==> src/rtl/rmt_restore_engine.sv <==
// Write-side initiator for the rename-map SRAM: identity fill after reset, AMT-to-RMT restore copy,
// and rename-stage write passthrough while idle.
module rmt_restore_engine #(
  parameter int NUM_ENTRIES = 32,
  parameter int SRAM_INDEX  = 5,
  parameter int SRAM_WIDTH  = 7,
  parameter int WR_PORTS    = 6
) (
  input  logic                           clk,
  input  logic                           reset,
  input  logic                           restore_i,
  input  logic [WR_PORTS-1:0]            norm_we_i,
  input  logic [WR_PORTS*SRAM_INDEX-1:0] norm_addr_i,
  input  logic [WR_PORTS*SRAM_WIDTH-1:0] norm_data_i,
  output logic [WR_PORTS*SRAM_INDEX-1:0] amt_addr_o,
  input  logic [WR_PORTS*SRAM_WIDTH-1:0] amt_data_i,
  output logic [WR_PORTS-1:0]            we_o,
  output logic [WR_PORTS*SRAM_INDEX-1:0] addr_wr_o,
  output logic [WR_PORTS*SRAM_WIDTH-1:0] data_wr_o,
  output logic                           busy_o,
  output logic                           done_o,
  output logic [1:0]                     dbg_state
);

  localparam int G  = (NUM_ENTRIES + WR_PORTS - 1) / WR_PORTS;
  localparam int GW = (G > 1) ? $clog2(G) : 1;

  typedef enum logic [1:0] {S_INIT, S_IDLE, S_COPY, S_DRAIN} state_t;

  state_t                         state, state_nxt;
  logic [GW-1:0]                  grp, grp_nxt;
  logic                           pending, pending_nxt;
  logic                           done_q, done_nxt;
  logic [WR_PORTS-1:0]            pipe_we;
  logic [WR_PORTS*SRAM_INDEX-1:0] pipe_addr;
  logic [WR_PORTS*SRAM_WIDTH-1:0] pipe_data;
  logic [WR_PORTS-1:0]            lane_ok;
  logic [WR_PORTS*SRAM_INDEX-1:0] grp_addr;
  logic [WR_PORTS*SRAM_WIDTH-1:0] grp_data;
  logic [WR_PORTS*SRAM_WIDTH-1:0] amt_masked;
  logic                           last_grp;

  assign last_grp  = (grp == GW'(G - 1));
  assign dbg_state = state;

  // Entry numbers of the current group; lanes past the end of the table stay disabled with zero fields.
  always_comb begin
    lane_ok    = '0;
    grp_addr   = '0;
    grp_data   = '0;
    amt_masked = '0;
    for (int k = 0; k < WR_PORTS; k++) begin
      logic [31:0] e;
      e = 32'(grp) * 32'(WR_PORTS) + 32'(k);
      if (e < 32'(NUM_ENTRIES)) begin
        lane_ok[k] = 1'b1;
        grp_addr[k*SRAM_INDEX +: SRAM_INDEX] = e[SRAM_INDEX-1:0];
        grp_data[k*SRAM_WIDTH +: SRAM_WIDTH] = e[SRAM_WIDTH-1:0];
        amt_masked[k*SRAM_WIDTH +: SRAM_WIDTH] = amt_data_i[k*SRAM_WIDTH +: SRAM_WIDTH];
      end
    end
  end

  always_comb begin
    state_nxt   = state;
    grp_nxt     = grp;
    pending_nxt = pending;
    done_nxt    = 1'b0;
    case (state)
      S_INIT: begin
        pending_nxt = pending | restore_i;
        grp_nxt     = grp + GW'(1);
        if (last_grp) begin
          state_nxt = S_IDLE;
          grp_nxt   = '0;
          done_nxt  = 1'b1;
        end
      end
      S_IDLE: begin
        if (restore_i || pending) begin
          state_nxt   = S_COPY;
          grp_nxt     = '0;
          pending_nxt = 1'b0;
        end
      end
      S_COPY: begin
        pending_nxt = pending | restore_i;
        grp_nxt     = grp + GW'(1);
        if (last_grp) begin
          state_nxt = S_DRAIN;
          grp_nxt   = '0;
        end
      end
      S_DRAIN: begin
        pending_nxt = pending | restore_i;
        state_nxt   = S_IDLE;
        done_nxt    = 1'b1;
      end
      default: state_nxt = S_INIT;
    endcase
  end

  // Reset masks every output immediately so an aborted operation writes nothing in the reset cycle.
  always_comb begin
    we_o       = '0;
    addr_wr_o  = '0;
    data_wr_o  = '0;
    amt_addr_o = '0;
    busy_o     = 1'b0;
    done_o     = 1'b0;
    if (!reset) begin
      done_o = done_q;
      case (state)
        S_INIT: begin
          busy_o    = 1'b1;
          we_o      = lane_ok;
          addr_wr_o = grp_addr;
          data_wr_o = grp_data;
        end
        S_IDLE: begin
          we_o      = norm_we_i;
          addr_wr_o = norm_addr_i;
          data_wr_o = norm_data_i;
        end
        S_COPY: begin
          busy_o     = 1'b1;
          amt_addr_o = grp_addr;
          we_o       = pipe_we;
          addr_wr_o  = pipe_addr;
          data_wr_o  = pipe_data;
        end
        S_DRAIN: begin
          busy_o    = 1'b1;
          we_o      = pipe_we;
          addr_wr_o = pipe_addr;
          data_wr_o = pipe_data;
        end
        default: ;
      endcase
    end
  end

  always_ff @(posedge clk) begin
    if (reset) begin
      state     <= S_INIT;
      grp       <= '0;
      pending   <= 1'b0;
      done_q    <= 1'b0;
      pipe_we   <= '0;
      pipe_addr <= '0;
      pipe_data <= '0;
    end else begin
      state   <= state_nxt;
      grp     <= grp_nxt;
      pending <= pending_nxt;
      done_q  <= done_nxt;
      // Pipe is empty outside COPY, so the first COPY cycle never writes.
      if (state == S_COPY) begin
        pipe_we   <= lane_ok;
        pipe_addr <= grp_addr;
        pipe_data <= amt_masked;
      end else begin
        pipe_we   <= '0;
        pipe_addr <= '0;
        pipe_data <= '0;
      end
    end
  end

endmodule

==> config.mk <==
export PLATFORM = sky130hd
export DESIGN_NAME = rmt_restore_engine
export DESIGN_NICKNAME = d
export VERILOG_FILES = /design/src/rtl/rmt_restore_engine.sv
export SDC_FILE = /design/constraint.sdc
export NUM_CORES = 1
export LEC_CHECK = 0
export BUFFER_PORTS_ARGS = -buffer_cell sky130_fd_sc_hd__buf_2
export CORE_ASPECT_RATIO = 0.7
export CORE_MARGIN = 2
export CORE_UTILIZATION = 36
export DETAILED_ROUTE_END_ITERATION = 8
export GPL_TIMING_DRIVEN = 0
export PLACE_DENSITY = 0.72
export REMOVE_ABC_BUFFERS = 1
export SKIP_CTS_REPAIR_TIMING = 1
export SYNTH_ARGS = -nofsm -noshare
export SYNTH_HDL_FRONTEND = slang
export SYNTH_SLANG_ARGS = --single-unit
==> constraint.sdc <==
create_clock -name clk -period 3.7 [get_ports clk]
set_input_delay 0.74 -clock clk [delete_from_list [all_inputs] [get_ports clk]]
set_output_delay 0.74 -clock clk [all_outputs]
set_load 0.02 [all_outputs]
==> impl_metrics.ini <==
[status]
status = completed

[yosys]
ys_seq_area_frac = 0.362
yosys_warnings = 0
yosys-top-cells-area = dfxtp_1 (36%), and2_1 (8.4%), a221oi_1 (8.0%)
synth_compound_area_frac = 0.219
synthCells = 449
yosys.area_share.adder = 0.0425
avgSynthCellArea_sq_um = 8.26
yosys.area_share.xor_xnor = 0.0209
yosysTopAreaCellShare = 0.362
ys.flop_type = dfxtp_1
synth-async-reset-ratio = 0
syn-cell-area_sq_um = 3710
synth_edf_count = 0
yosys.area.top_type = dfxtp_1
yosys.area_share.simple = 0.247
synth_top_family_by_area = simple AND/OR/NAND/NOR gates
synth_mux_area_frac = 0.00270
synthDistinctLibCells = 54
ys_ff_latch = 67

[sta]
slew_headroom = 0.484
hold_slack_ns = 0.476
drv_slew = 0
fin_crit_ns = 3.55
rsz0062_at_grt = no
timing.final.hold_violations = 0
setup_viol = 0
finalCritPeriodShare = 0.958
finalClockSkew_ns = 0.00675
max_slew.worst_pin.slew_ns = 0.774
fmax_mhz = 282

[clock_tree]
cts_max_path_buffers = 2
cts_sinks = 67
cts_tree = yes
cts_root_buffer = clkbuf_16
htreeDepth = 3
clock_latency_ns = 0.33
cts_buffers = 9
path_clk_slew_ns = 0.06

[power_and_ir_drop]
leakage_nw = 2.54
vdd_drop_max_v = 0.000303
power_density_nw_per_um2 = 638
total_power_w = 0.00329

[route]
first_iter_violations = 120
first_pass_iters = 4
wire_per_inst_microns = 15.1
viasPerCell = 5.05
final_antenna_net_count = 0
wl_microns = 11800
vias = 3943
drc = 0

[grt]
grt_pass1_vias = 3662
grt_overflow = 0
grt_pass1_wl_microns = 18100
grt_max_degree = 62
antenna_found_initial = 0
grt_usage = 0.203

[worst_setup_path]
crit_fanout = 6
cp-end-kind = output pin
arrival_ns = 2.81
slowest_stage = or4b_2
required_ns = 2.96
crit_chain = ha_2 > fa_2 > or4b_2 > o311ai_0 > nor2_1 > nor3_1 > buf_2
cp_top_family = simple AND/OR/NAND/NOR gates
startpoint_type = flip-flop
critical_path_buf_inv_count = 1
critPathKind = reg -> out
cpPeakStageDelay_ns = 0.69

[layout]
syn_to_final_growth_pct = 38.9
antenna_cells = 0
drive_gt1_frac = 0.429
layoutNonFillerInstCount = 781
nets = 783

[die]
io_pins = 235
dieArea_sq_um = 11100
die_w_microns = 125
initial_core_util = 0.376
rows = 30
die_h_microns = 88.9
coreArea_sq_um = 9870

[flow_run]
max_cap_viol_count = 0

[place]
dp_cells = 760
numPortBuffers = 231
routabilityCongestion = 0.776
dp_hpwl_microns = 8680

[hold_path]
min_path_type = reg -> reg
[path summary, 6_finish.rpt]
path           start       endpoint  slack, ns  depth (start not counted)
max           grp[1]  data_wr_o[24]       0.15                          7
min          pending        pending       0.48                          1
max reg2reg   grp[1]  pipe_data[15]       1.20                          9
min reg2reg  pending        pending       0.48                          1
[synthesized netlist by cell type, types with 2 or more instances]
master,count
o21ai_0,8
dfxtp_1,67
or2_2,4
buf_4,16
a22oi_1,17
and2_1,50
a21oi_1,46
a221oi_1,34
nand2_1,41
buf_6,2
inv_2,2
ha_1,11
a31oi_1,3
nand3_1,2
clkbuf_8,7
nor2_1,57
buf_2,6
clkbuf_1,21
nor2b_1,4
nor3_1,5
nand2b_1,4
a211oi_1,2
inv_1,9
[per-stage QoR]
stage               instance area [sq um]  setup TNS, ns  worst slack (ns)  utilization
finish                               5150              0             0.154        0.522
global route                         5150              0            0.0205        0.522
CTS                                  5080         -11.66            -0.894        0.515
detailed placement                   4730          -2.63            -0.499        0.479
global placement                     4680         -15.37            -0.492        0.474
floorplan                            3370       -0.00895          -0.00448            -
[state kept, by name (all words and copies together), names as in the netlist]
name and flops:
done_q 1, pending 1, pipe_we 3, pipe_data 42
grp 3, pipe_addr 15, dbg_state 2
[cells in the final DEF (no fill, tap or decap), drive strengths merged, types with 8 or more instances in the layout]
cell / netlist / routed
ha: 11 / 11
nand2: 42 / 42
nor2: 57 / 57
a21oi: 46 / 46
clkbuf: 28 / 10
dfxtp: 67 / 67
a22oi: 17 / 17
a221oi: 34 / 34
buf: 24 / 238
and2: 50 / 50
inv: 11 / 11
o21ai: 8 / 8
[routing by layer]
layer / track usage / share of wire
met1: 0.254 / 0.44
met2: 0.356 / 0.48
met3: 0.0557 / 0.069
met4: 0.0475 / 0.0091
met5: 0 / 0
[power by group]
part / internal, W / switching [W] / leakage [nW]
combinational: 0.000534 / 0.000969 / 1.84
clock: 0.000676 / 0.000321 / 0.161
sequential: 0.000753 / 0.0000330 / 0.542
total: 0.00196 / 0.00132 / 2.54
[area by class of cell]
cell class	count	area, sq um
fill	946	4720
multi-input combinational	321	2020
sequential	67	1350
timing repair buffer	238	1230
clock buffer	10	239
tap	128	160
clock inverter	6	113
inverter	11	41.3
[logic make-up (layout without fill, tap and decap cells)]
| family | after synthesis | in the layout |
|---|---|---|
| multiplexers | 1 | 1 |
| AND/OR/NAND/NOR | 181 | 181 |
| buffers and inverters | 63 | 265 |
| other | 1 | 3 |
| XOR/XNOR | 5 | 5 |
| adder cells (fa/ha/maj) | 12 | 12 |
| AO/OA/AOI/OAI | 119 | 119 |
| flip-flops | 67 | 67 |
Power figures use the tool's default switching activity.
